`src/rtl/icap_warmboot_sequencer.sv`:
```
`default_nettype none
// ============================================================================
//  Module      : icap_warmboot_sequencer
//  Description : Drives the ICAPE2 IPROG warm-boot command stream after a
//                cancellable hold-off, rebooting from a selected flash address.
//  Revision    : 1.0 - initial release
// ============================================================================
module icap_warmboot_sequencer #(
    parameter logic [31:0] DEFAULT_ADDR   = 32'h0010_0000,
    parameter int          HOLDOFF_CYCLES = 65535,
    parameter bit          BITSWAP        = 1'b1
) (
    input  logic        clk,
    input  logic        reset,
    input  logic        boot_req,
    input  logic [31:0] boot_addr,
    input  logic        boot_addr_valid,
    input  logic        inhibit,
    output logic        busy,
    output logic        done,
    output logic        icap_csib,
    output logic        icap_rdwrb,
    output logic [31:0] icap_data
);

    localparam int c_CNT_W = (HOLDOFF_CYCLES < 1) ? 1 : $clog2(HOLDOFF_CYCLES + 1);
    localparam logic [c_CNT_W-1:0] c_CNT_LOAD = c_CNT_W'(HOLDOFF_CYCLES);

    localparam logic [1:0] c_S_IDLE    = 2'd0;
    localparam logic [1:0] c_S_HOLDOFF = 2'd1;
    localparam logic [1:0] c_S_SEND    = 2'd2;
    localparam logic [1:0] c_S_DONE    = 2'd3;

    logic [1:0]         r_state;
    logic [1:0]         w_state_next;
    logic [c_CNT_W-1:0] r_cnt;
    logic [2:0]         r_idx;
    logic [31:0]        r_addr;
    logic               w_accept;
    logic [31:0]        w_word;
    logic [31:0]        w_word_out;
    logic               w_busy_next;
    logic               w_done_next;
    logic               w_csib_next;
    logic               w_rdwrb_next;
    logic [31:0]        w_data_next;

    assign w_accept = boot_req && !inhibit;

    // State register
    always_ff @(posedge clk) begin
        if (reset) begin
            r_state <= c_S_IDLE;
        end else begin
            r_state <= w_state_next;
        end
    end

    // Next-state logic; inhibit wins over hold-off expiry
    always_comb begin
        w_state_next = r_state;
        case (r_state)
            c_S_IDLE: begin
                if (w_accept) begin
                    w_state_next = (HOLDOFF_CYCLES == 0) ? c_S_SEND : c_S_HOLDOFF;
                end
            end
            c_S_HOLDOFF: begin
                if (inhibit) begin
                    w_state_next = c_S_IDLE;
                end else if (r_cnt == '0) begin
                    w_state_next = c_S_SEND;
                end
            end
            c_S_SEND: begin
                if (r_idx == 3'd7) begin
                    w_state_next = c_S_DONE;
                end
            end
            default: w_state_next = c_S_DONE;
        endcase
    end

    // Hold-off counter, word index and latched boot address
    always_ff @(posedge clk) begin
        if (reset) begin
            r_cnt  <= '0;
            r_idx  <= 3'd0;
            r_addr <= DEFAULT_ADDR;
        end else begin
            case (r_state)
                c_S_IDLE: begin
                    if (w_accept) begin
                        r_cnt  <= c_CNT_LOAD;
                        r_addr <= boot_addr_valid ? boot_addr : DEFAULT_ADDR;
                    end
                end
                c_S_HOLDOFF: begin
                    if (inhibit) begin
                        r_cnt <= '0;
                    end else if (r_cnt != '0) begin
                        r_cnt <= r_cnt - 1'b1;
                    end
                end
                c_S_SEND: r_idx <= r_idx + 3'd1;
                default: ;
            endcase
        end
    end

    always_comb begin
        case (r_idx)
            3'd0:    w_word = 32'hFFFF_FFFF;
            3'd1:    w_word = 32'hAA99_5566;
            3'd2:    w_word = 32'h2000_0000;
            3'd3:    w_word = 32'h3002_0001;
            3'd4:    w_word = r_addr;
            3'd5:    w_word = 32'h3000_8001;
            3'd6:    w_word = 32'h0000_000F;
            default: w_word = 32'h2000_0000;
        endcase
    end

    // ICAPE2 expects each byte bit-reversed relative to the bitstream order
    generate
        if (BITSWAP) begin : g_swap
            for (genvar k = 0; k < 4; k++) begin : g_byte
                for (genvar j = 0; j < 8; j++) begin : g_bit
                    assign w_word_out[8*k+j] = w_word[8*k+(7-j)];
                end
            end
        end else begin : g_noswap
            assign w_word_out = w_word;
        end
    endgenerate

    // Output decode, registered below so every port comes from a flop
    always_comb begin
        w_busy_next  = (w_state_next != c_S_IDLE);
        w_done_next  = (r_state == c_S_DONE);
        w_csib_next  = (r_state != c_S_SEND);
        w_rdwrb_next = (r_state != c_S_SEND);
        w_data_next  = (r_state == c_S_SEND) ? w_word_out : 32'hFFFF_FFFF;
    end

    always_ff @(posedge clk) begin
        if (reset) begin
            busy       <= 1'b0;
            done       <= 1'b0;
            icap_csib  <= 1'b1;
            icap_rdwrb <= 1'b1;
            icap_data  <= 32'hFFFF_FFFF;
        end else begin
            busy       <= w_busy_next;
            done       <= w_done_next;
            icap_csib  <= w_csib_next;
            icap_rdwrb <= w_rdwrb_next;
            icap_data  <= w_data_next;
        end
    end

endmodule
`default_nettype wire
```
`config.mk`:
```
export PLATFORM = sky130hd
export DESIGN_NAME = icap_warmboot_sequencer
export DESIGN_NICKNAME = d
export VERILOG_FILES = /design/src/rtl/icap_warmboot_sequencer.sv
export SDC_FILE = /design/constraint.sdc
export NUM_CORES = 1
export LEC_CHECK = 0
export CORE_MARGIN = 2
export CORE_UTILIZATION = 40
export CTS_BUF_LIST = sky130_fd_sc_hd__clkbuf_2 sky130_fd_sc_hd__clkbuf_4 sky130_fd_sc_hd__clkbuf_8
export CTS_CLUSTER_DIAMETER = 100
export DETAILED_ROUTE_END_ITERATION = 16
export PLACE_DENSITY = 0.63
export SETUP_SLACK_MARGIN = 0.1
export SYNTH_ARGS = -nofsm -noshare
export SYNTH_HDL_FRONTEND = slang
export SYNTH_SLANG_ARGS = --single-unit
```
`constraint.sdc`:
```
create_clock -name clk -period 5.8 [get_ports clk]
set_clock_uncertainty 0.05 [all_clocks]
set_input_delay 0.58 -clock clk [delete_from_list [all_inputs] [get_ports clk]]
set_output_delay 0.58 -clock clk [all_outputs]
set_load 0.02 [all_outputs]
```
# Yosys cells after proc, flatten, opt, wreduce, memory -nomap -nowiden
# Index checks and enable logic that the tools add are counted.
[op_classes]
addsub = 2
eq_ne = 12
mux = 11
bitwise_logic = 1
reduce_logical = 11
[ops]
columns = ["cell", "n"]
rows = [
  ["$pmux 32 s6", 1],
  ["$mux 16", 3],
  ["$mux 32", 1],
  ["$pmux 16 s2", 1],
  ["$logic_not 16->1", 1],
  ["$reduce_bool 16->1", 1],
  ["$sub 16x1->16 const B", 1],
  ["$eq 3x3->1 const B", 4],
  ["$mux 2", 4],
  ["$pmux 2 s3", 1],
  ["$eq 2x2->1 const B", 2],
  ["$ne 2x2->1 const B", 2],
  ["$reduce_bool 2->1", 2],
  ["$add 3x1->3 const B", 1],
  ["$eq 3x1->1 const B", 1],
  ["$eq 3x2->1 const B", 1],
  ["$logic_not 3->1", 1],
  ["$ne 3x3->1 const B", 1],
  ["$reduce_and 3->1", 1],
  ["$eq 2x1->1 const B", 1],
  ["$logic_not 2->1", 1],
  ["$reduce_and 2->1", 1],
  ["$reduce_or 2->1", 1],
  ["$logic_and 1x1->1", 1],
  ["2 further kinds", 2],
]
[word_totals]
regBits = 88
output_inout_bits = 36
word_cells = 45

# Logic depth before layout (Yosys ltp)
# Gate-level depths: netlist (run 1).
[depth]
ltp_word = 5
mapped_depth = 8
ltp_nobuf = 6

# Worst setup path after synthesis (run 1)
# OpenSTA, ideal clock, no wires.
[synth_path]
path_kind = "register -> register"
from = "register r_cnt[0]"
to = "register r_cnt[12]"
setup_time_ns = 0.074
t_arrival_ns = 1.741
path_slack_ns = 3.934
path_stages_with_launch = 9
n_path_buf = 2
period_less_slack_ns = 1.866
path_cell_list = "dfxtp_1 inv_1 ha_1 buf_6 nor3b_1 and4_1 buf_2 a2111o_1 a31oi_1"
[synth_between]
elab_chain_len = 4
elab_cells_between_ends = 7
[synth_rtl]
columns = ["element", "line", "rtl"]
rows = [
  ["start: declaration", "36", "logic [c_CNT_W-1:0] r_cnt;"],
  ["start signal: assignment", "94", "r_cnt <= c_CNT_LOAD;"],
  ["start signal: assignment", "102", "r_cnt <= r_cnt - 1'b1;"],
  ["$sub 16x1->16", "102", ""],
  ["$mux 16", "101", "end else if (r_cnt != '0) begin"],
  ["$mux 16", "99", "if (inhibit) begin"],
  ["$pmux 16 s2", "91", "case (r_state)"],
]
# Several ways; a longest one is shown, not always the timed one. The select of a mux whose other input is x is not followed.
# A chain may end at the register's enable or synchronous reset.

# Worst setup path after layout (run 1)
[layout_path]
from = "input port reset"
to = "register icap_data[6]"
[layout_between]
elab_chain_len = 1
[layout_rtl]
columns = ["element", "line", "rtl"]
rows = [
  ["start: declaration", "14", "input logic reset,"],
  ["$reduce_or 2->1 (no source line)", "--", ""],
  ["end signal: assignment", "158", "icap_data <= w_data_next;"],
  ["end: declaration", "23", "output logic [31:0] icap_data"],
]
# No other way between the ends.

==> results.py, run 1 <==
metrics = {
    "route": {
        "num_vias": 3108,
        "first_pass_iters": 4,
        "wire_per_inst_um": 15.3,
        "wirelength_um": 8890,
        "via_per_inst": 5.37,
        "drt_iter0_drc": 201,
        "drc": 0,
        "drtAntennaViolNets": 0,
    },
    "synth": {
        "seq_area_frac_synth": 0.489,
        "synth-seq-cells": 88,
        "synth_edf_count": 0,
        "postSynthCellCount": 412,
        "ys_types": 54,
        "synth_nets": 456,
        "yosysWarnings": 0,
        "synth_area_sq_um": 3600,
        "synth-async-reset-ratio": 0,
        "ys.flop_type": "dfxtp_1",
        "avgSynthCellArea_sq_um": 8.74,
    },
    "pwr": {
        "power_leakage_nw": 1.64,
        "p_per_area_nw_per_um2": 271,
        "power.total_mw": 1.23,
        "ir_drop_mv": 0.126,
    },
    "die": {
        "start_util": 0.413,
        "num_rows": 34,
        "coreArea_sq_um": 8720,
        "die_w_um": 98.9,
        "ioPinCount": 73,
        "dieArea_sq_um": 9770,
        "die_h_um": 98.9,
    },
    "global_route": {
        "grt_pass1_vias": 2914,
        "grtUsageTotal": 0.181,
        "antenna_found_initial": 0,
        "grt_pass1_wl_um": 14300,
        "grt_overflow": 0,
        "grt_max_degree": 47,
    },
    "cts": {
        "cts_root_buf": "clkbuf_8",
        "cts_sinks": 88,
        "postCtsSetupBuffers": 0,
        "clk_latency_ns": 0.35,
        "hold_buffers": 0,
        "clockBufferDepth": 2,
        "cts_tree": "built",
        "cts_resized": 0,
        "cts_made_buffers": 9,
        "htreeDepth": 3,
        "clk_pin_slew_worst_paths_ns": 0.09,
    },
    "sta": {
        "maxSlewHeadroom": 0.216,
        "setup_violations": 0,
        "rsz0062_at_grt": "false",
        "max_freq_mhz": 379,
        "fin_crit_sh": 0.454,
        "setup_tns_ns": 0,
        "worst_pin_slew_ns": 1.17,
        "hold_violations": 0,
        "period_needed_ns": 2.64,
        "setup_ws_ns": 3.16,
        "drv_slew": 0,
    },
    "worst_setup_path": {
        "end_kind": "flop",
        "critPathLaunchType": "primary input",
        "crit_fanout": 46,
        "cp.required_ns": 5.97,
        "arrival_ns": 2.81,
        "worstSetupPathType": "primary input to flop",
    },
    "finish": {
        "synthToLayoutAreaGrowth_pct": 25.9,
        "layout_common_cells": "dfxtp_1 (88), clkdlybuf4s50_1 (72), a21oi_1 (54)",
        "n_antenna_cell": 0,
        "nets": 510,
        "final_common_cell": "dfxtp_1",
        "drive_gt1_frac": 0.0637,
        "utilization": 0.520,
    },
    "place": {
        "io_buffers": 72,
        "gp_congestion": 0.842,
        "post-place-ws_ns": 2.78,
        "dp_hpwl_um": 6000,
    },
    "worst_hold_path": {
        "min_path_type": "flop to flop",
    },
    "flow_run": {
        "maxCapViolations": 0,
    },
    "outcome": {
        "status": "finished clean",
    },
}
-- logic make-up after synthesis --
| family | share of synthesized area |
|---|---|
| mux | 0.00278 |
| fa+ha+maj | 0.0243 |
| flops | 0.489 |
| compound gates | 0.223 |
| buf+inv | 0.0546 |
| simple gates | 0.205 |
-- stage by stage --
step / area (sq um) / hold WS (ns) / cells
after floorplan: 3600 / 0.371 / 412
after detailed placement: 4320 / 0.383 / 563
after global placement: 4320 / 0.382 / 563
after global routing: 4530 / 0.417 / 579
final: 4530 / 0.403 / 579
after CTS: 4530 / 0.408 / 579
-- where the power goes --
| part | internal (mW) | leakage (nW) | switching [mW] |
|---|---|---|---|
| registers | 0.623 | 0.716 | 0.0190 |
| logic | 0.0604 | 0.822 | 0.0792 |
| clock network | 0.209 | 0.104 | 0.236 |
| total | 0.892 | 1.64 | 0.334 |
-- routing by layer --
| metal | part of all wire | vias up | track usage |
|---|---|---|---|
| met5 | 0 | - | 0 |
| met3 | 0.037 | 6 | 0.0291 |
| met1 | 0.45 | 1465 | 0.237 |
| met2 | 0.50 | 75 | 0.306 |
| li1 | - | 1562 | - |
| met4 | 0.0079 | 0 | 0.0580 |
-- registers in the layout, summed over array words and instances (netlist names) --
name        cells
icap_data      32
r_addr         32
r_cnt          16
r_idx           3
r_state         2
busy            1
done            1
icap_rdwrb      1
-- worst max-delay path: stages --
cell	delay (ns)
clkdlybuf4s50_1	0.39
buf_4	0.28
nor2_1	0.65
o21ai_1	0.58
o21bai_1	0.32
-- Yosys cell counts (2+ instances only) --
master	number	area (sq um)
and4_2	2	20.0
a2111o_1	2	22.5
o21ai_1	2	10.0
a21o_1	15	113
and3_1	2	12.5
o211ai_1	4	30.0
ha_1	7	87.6
inv_1	11	41.3
nor4_4	2	42.5
nor2_1	29	109
buf_2	10	50.1
buf_6	2	22.5
nand4_1	4	25.0
buf_1	2	7.51
dfxtp_1	88	1760
a31oi_1	7	43.8
a21oi_1	54	270
nor3b_1	2	15.0
nor4_1	2	12.5
o21bai_1	2	15.0
o21ai_0	30	150
clkbuf_1	16	60.1
nor3_1	4	20.0
a311oi_1	2	17.5
nand2_1	41	154
buf_4	2	15.0
a21boi_0	2	15.0
nand3b_1	2	15.0
nand4b_1	2	17.5
nand3_1	31	155
a211oi_1	2	15.0
o32ai_1	2	17.5
nand2b_1	6	37.5
-- final cells by class --
class	count	area, sq um
well taps	108	135
repair buffers	75	743
clock buffers	9	124
clock inverters	7	86.3
multi-input cells	281	1640
fillers	825	4190
inverters	11	41.3
flip-flops and latches	88	1760
-- final timing paths --
kind	depth (start not counted)	endpoint	from	slack, ns
hold reg to reg	1	icap_data[30]	r_addr[25]	0.40
setup / recovery	5	icap_data[6]	reset	3.16
hold / removal	1	icap_data[30]	r_addr[25]	0.40
setup reg to reg	4	icap_data[6]	r_state[1]	3.35
No activity file was read; power rests on OpenSTA's default activity.
==> run 2, diff against run 1 <==
==> constraint.sdc (replaced) <==
create_clock -name clk -period 2.7 [get_ports clk]
set_clock_uncertainty 0.05 [all_clocks]
set_input_delay 0.27 -clock clk [delete_from_list [all_inputs] [get_ports clk]]
set_output_delay 0.27 -clock clk [all_outputs]
set_load 0.02 [all_outputs]
==> results.py, run 2 (synthesized netlist as in run 1, its figures left out) <==
metrics = {
    "sta": {
        "setup_violations": 0,
        "setup_ws_ns": 0.509,
        "maxSlewHeadroom": 0.204,
        "setup_tns_ns": 0,
        "period_needed_ns": 2.19,
        "drv_slew": 0,
        "fin_crit_sh": 0.811,
        "hold_violations": 0,
        "hold_slack_ns": 0.385,
        "rsz0062_at_grt": "false",
        "max_freq_mhz": 456,
        "worst_pin_slew_ns": 1.19,
    },
    "flow_run": {
        "maxCapViolations": 0,
    },
    "finish": {
        "drive_gt1_frac": 0.0755,
        "nets": 516,
        "final_cell_count_no_fill": 585,
        "top_regs": "icap_data: 32 flops, r_addr: 32 flops, r_cnt: 16 flops",
        "layout_common_cells": "dfxtp_1 (88), clkdlybuf4s50_1 (72), a21oi_1 (54)",
        "n_antenna_cell": 0,
        "final_common_cell": "dfxtp_1",
        "synthToLayoutAreaGrowth_pct": 26.7,
    },
    "die": {
        "die_h_um": 98.9,
        "num_rows": 34,
        "die_w_um": 98.9,
        "coreArea_sq_um": 8720,
        "ioPinCount": 73,
        "start_util": 0.413,
        "dieArea_sq_um": 9770,
    },
    "cts": {
        "htreeDepth": 3,
        "cts_root_buf": "clkbuf_8",
        "postCtsSetupBuffers": 0,
        "hold_buffers": 0,
        "cts_sinks": 88,
        "cts_made_buffers": 9,
        "cts_resized": 0,
        "clockBufferDepth": 2,
        "clk_pin_slew_worst_paths_ns": 0.10,
        "cts_tree": "built",
        "clk_latency_ns": 0.36,
    },
    "worst_setup_path": {
        "crit_start": "r_cnt[0]",
        "end_kind": "flop",
        "arrival_ns": 2.35,
        "cp.required_ns": 2.86,
        "critPathLaunchType": "flop",
        "crit_fanout": 10,
        "r2r-start": "r_cnt[0]",
        "worstSetupPathType": "flop to flop",
    },
    "pwr": {
        "power.switching_mw": 0.704,
        "pwr-share-comb": 0.123,
        "internal-power_mw": 1.83,
        "power_leakage_nw": 1.66,
        "swShare": 0.278,
        "power.total_mw": 2.53,
        "clock_power_share": 0.333,
        "ir_drop_mv": 0.301,
        "p_per_area_nw_per_um2": 556,
        "power_frac_seq": 0.544,
    },
    "global_route": {
        "grt_max_degree": 46,
        "grtUsageTotal": 0.178,
        "grt_overflow": 0,
        "antenna_found_initial": 0,
        "grt_pass1_vias": 2996,
        "grt_pass1_wl_um": 14300,
    },
    "outcome": {
        "status": "finished clean",
    },
    "place": {
        "io_buffers": 72,
        "numPlacedInstances": 569,
        "post-place-ws_ns": 0.573,
        "dp_hpwl_um": 5730,
        "gp_congestion": 0.876,
    },
    "route": {
        "drtAntennaViolNets": 0,
        "wire_per_inst_um": 14.9,
        "drt_iter0_drc": 159,
        "via_per_inst": 5.55,
        "num_vias": 3249,
        "first_pass_iters": 4,
        "drc": 0,
        "wirelength_um": 8730,
    },
    "worst_hold_path": {
        "hp-start": "r_addr[20]",
        "min_path_type": "flop to flop",
    },
}
-- run 2: changes by cell type in the layout (fill, tap and decap cells not counted), sizes merged --
cell and change:
inv -1, clkinvlp +1, buf +6, bufinv -1, clkbuf +1
-- run 2: final timing paths --
path	end	cells past startpoint	slack [ns]
worst min-delay path	icap_data[19]	1	0.38
worst max register to register	r_cnt[11]	6	0.51
worst max-delay path	r_cnt[11]	6	0.51
worst min register to register	icap_data[19]	1	0.38
-- run 2: power by group through the flow --
stage / Sequential (mW) / Combinational, mW / Clock, mW
6_report: 1.38 / 0.311 / 0.845
3_3_place_gp: 1.41 / 0.304 / 0
3_5_place_dp: 1.41 / 0.306 / 0
2_1_floorplan: 1.40 / 0.204 / 0
5_1_grt: 1.38 / 0.341 / 0.916
4_1_cts: 1.38 / 0.308 / 0.862
-- run 2: per-stage QoR --
step	utilization	cell area, sq um
2_1_floorplan	-	3600
3_3_place_gp	0.502	4380
5_1_grt	0.523	4560
3_5_place_dp	0.502	4380
4_1_cts	0.523	4560
6_report	0.523	4560
-- run 2: worst max-delay path, stage by stage (launching register included) --
cell	delay, ns
dfxtp_1	0.35
inv_1	0.11
ha_1	0.42
nor3b_1	0.34
nand4_1	0.34
o2111ai_1	0.32
a31oi_1	0.12
-- run 2: layout make-up --
cell class              count  area [sq um]
well taps                 108           135
clock buffers              10           131
inverters                  11          41.3
clock inverters             6          50.0
fillers                   802          4160
flip-flops and latches     88          1760
repair buffers             81           801
multi-input cells         281          1640
-- run 2: layer usage --
| metal | vias up | part of all wire | global-route usage |
|---|---|---|---|
| met5 | - | 0 | 0 |
| met4 | 0 | 0.019 | 0.0822 |
| met3 | 14 | 0.041 | 0.0284 |
| met2 | 90 | 0.49 | 0.297 |
| met1 | 1561 | 0.45 | 0.227 |
| li1 | 1584 | - | - |
==> run 3, diff against run 2 <==
--- a/config.mk
+++ b/config.mk
@@ -10,7 +10,7 @@
 export CTS_BUF_LIST = sky130_fd_sc_hd__clkbuf_2 sky130_fd_sc_hd__clkbuf_4 sky130_fd_sc_hd__clkbuf_8
 export CTS_CLUSTER_DIAMETER = 100
 export DETAILED_ROUTE_END_ITERATION = 16
-export PLACE_DENSITY = 0.63
+export PLACE_DENSITY = 0.65
 export SETUP_SLACK_MARGIN = 0.1
 export SYNTH_ARGS = -nofsm -noshare
 export SYNTH_HDL_FRONTEND = slang
==> constraint.sdc (replaced) <==
create_clock -name clk -period 2 [get_ports clk]
set_clock_uncertainty 0.05 [all_clocks]
set_input_delay 0.2 -clock clk [delete_from_list [all_inputs] [get_ports clk]]
set_output_delay 0.2 -clock clk [all_outputs]
set_load 0.02 [all_outputs]
==> results.py, run 3 (synthesized netlist as in run 1, its figures left out) <==
metrics = {
    "worst_setup_path": {
        "worstSetupPathType": "flop to flop",
        "critPathLaunchType": "flop",
        "crit_fanout": 7,
        "rrSetupSlack_ns": 0.08,
        "arrival_ns": 2.16,
        "cp.required_ns": 2.24,
        "end_kind": "flop",
    },
    "place": {
        "io_buffers": 72,
        "post-place-ws_ns": 0.125,
        "gp_congestion": 0.882,
        "numPlacedInstances": 593,
        "dp_hpwl_um": 6360,
    },
    "route": {
        "first_pass_iters": 5,
        "wire_per_inst_um": 14.7,
        "drt_iter0_drc": 150,
        "wirelength_um": 8970,
        "via_per_inst": 5.41,
        "num_vias": 3293,
        "drc": 0,
        "drtAntennaViolNets": 0,
    },
    "sta": {
        "hold_violations": 0,
        "setup_tns_ns": 0,
        "maxSlewHeadroom": 0.604,
        "hold_slack_ns": 0.364,
        "period_needed_ns": 1.92,
        "rsz0062_at_grt": "true",
        "drv_slew": 0,
        "max_freq_mhz": 520,
        "setup_ws_ns": 0.0769,
        "fin_crit_sh": 0.962,
        "worst_pin_slew_ns": 0.590,
        "setup_violations": 0,
    },
    "die": {
        "start_util": 0.413,
        "die_h_um": 98.9,
        "dieArea_sq_um": 9770,
        "num_rows": 34,
        "coreArea_sq_um": 8720,
        "ioPinCount": 73,
        "die_w_um": 98.9,
    },
    "finish": {
        "final_common_cell": "dfxtp_1",
        "n_antenna_cell": 0,
        "layout_common_cells": "dfxtp_1 (88), clkdlybuf4s50_1 (72), a21oi_1 (54)",
        "synthToLayoutAreaGrowth_pct": 32.6,
        "nFillCells": 810,
        "drive_gt1_frac": 0.122,
        "nets": 540,
        "top_regs": "icap_data: 32 flops, r_addr: 32 flops, r_cnt: 16 flops",
        "final_cell_count_no_fill": 609,
    },
    "flow_run": {
        "maxCapViolations": 0,
    },
    "global_route": {
        "grt_pass1_vias": 3048,
        "grt_pass1_wl_um": 14800,
        "grt_max_degree": 37,
        "grt_overflow": 0,
        "grtUsageTotal": 0.186,
        "antenna_found_initial": 0,
    },
    "cts": {
        "cts_root_buf": "clkbuf_8",
        "cts_sinks": 88,
        "htreeDepth": 3,
        "clockBufferDepth": 2,
        "postCtsSetupBuffers": 0,
        "hold_buffers": 0,
        "clk_latency_ns": 0.37,
        "clk_pin_slew_worst_paths_ns": 0.10,
        "cts_made_buffers": 9,
        "cts_tree": "built",
    },
    "pwr": {
        "power_leakage_nw": 1.79,
        "ir_drop_mv": 0.345,
        "p_per_area_nw_per_um2": 758,
        "power.total_mw": 3.62,
    },
    "worst_hold_path": {
        "min_path_type": "primary input to flop",
    },
    "outcome": {
        "status": "finished clean",
    },
}
[run 3: changes by cell type in the layout (fill, tap and decap cells not counted)]
cell	delta
clkinvlp_4	-1
and4_1	-1
buf_4	+24
and4_2	+1
clkinv_4	+1
clkinv_8	+1
bufinv_16	+1
inv_6	-2
[run 3: critical path, cell delays in order (launching register included)]
cell and delay (ns):
dfxtp_1 0.39, inv_1 0.09, ha_1 0.23, nor3b_1 0.18, and4_2 0.32, a2111o_1 0.43
a31oi_1 0.16
[run 3: what timing repair did]
item | 4_1_cts | 5_1_grt
gates resized for setup | 1 | 0
cloned | 0 | 0
setup endpoints to repair | 1 | 10
[run 3: where the power goes]
part           leakage [nW]  internal, mW  switching [mW]
Sequential            0.716          1.81          0.0520
Combinational         0.973         0.226           0.248
Clock                 0.103         0.611           0.674
[run 3: stage by stage]
| step | util | cell area, sq um |
|---|---|---|
| after floorplan | - | 3600 |
| after global placement | 0.523 | 4560 |
| after detailed placement | 0.523 | 4560 |
| after CTS | 0.547 | 4770 |
| after global routing | 0.547 | 4770 |
| final | 0.547 | 4770 |
[run 3: metal layers]
| metal | up-vias | GRT usage | share of wire |
|---|---|---|---|
| li1 | 1629 | - | - |
| met1 | 1558 | 0.238 | 0.44 |
| met2 | 86 | 0.309 | 0.49 |
| met3 | 20 | 0.0284 | 0.044 |
| met4 | 0 | 0.0822 | 0.024 |
| met5 | - | 0 | 0 |
[run 3: final cells by class]
cell class	instances	area, sq um	share of cell area
repair buffers	105	981	0.206
clock buffers	10	131	0.0275
well taps	108	135	0.0283
clock inverters	6	80.1	0.0168
flip-flops and latches	88	1760	0.369
inverters	11	41.3	0.00865
multi-input cells	281	1640	0.344
[run 3: path summary, 6_finish.rpt]
check,from,to,depth (start not counted)
worst max-delay path,r_cnt[0],r_cnt[12],6
worst min-delay path,boot_addr[4],r_addr[4],3
worst max register to register,r_cnt[0],r_cnt[12],6
worst min register to register,r_addr[1],r_addr[1],2
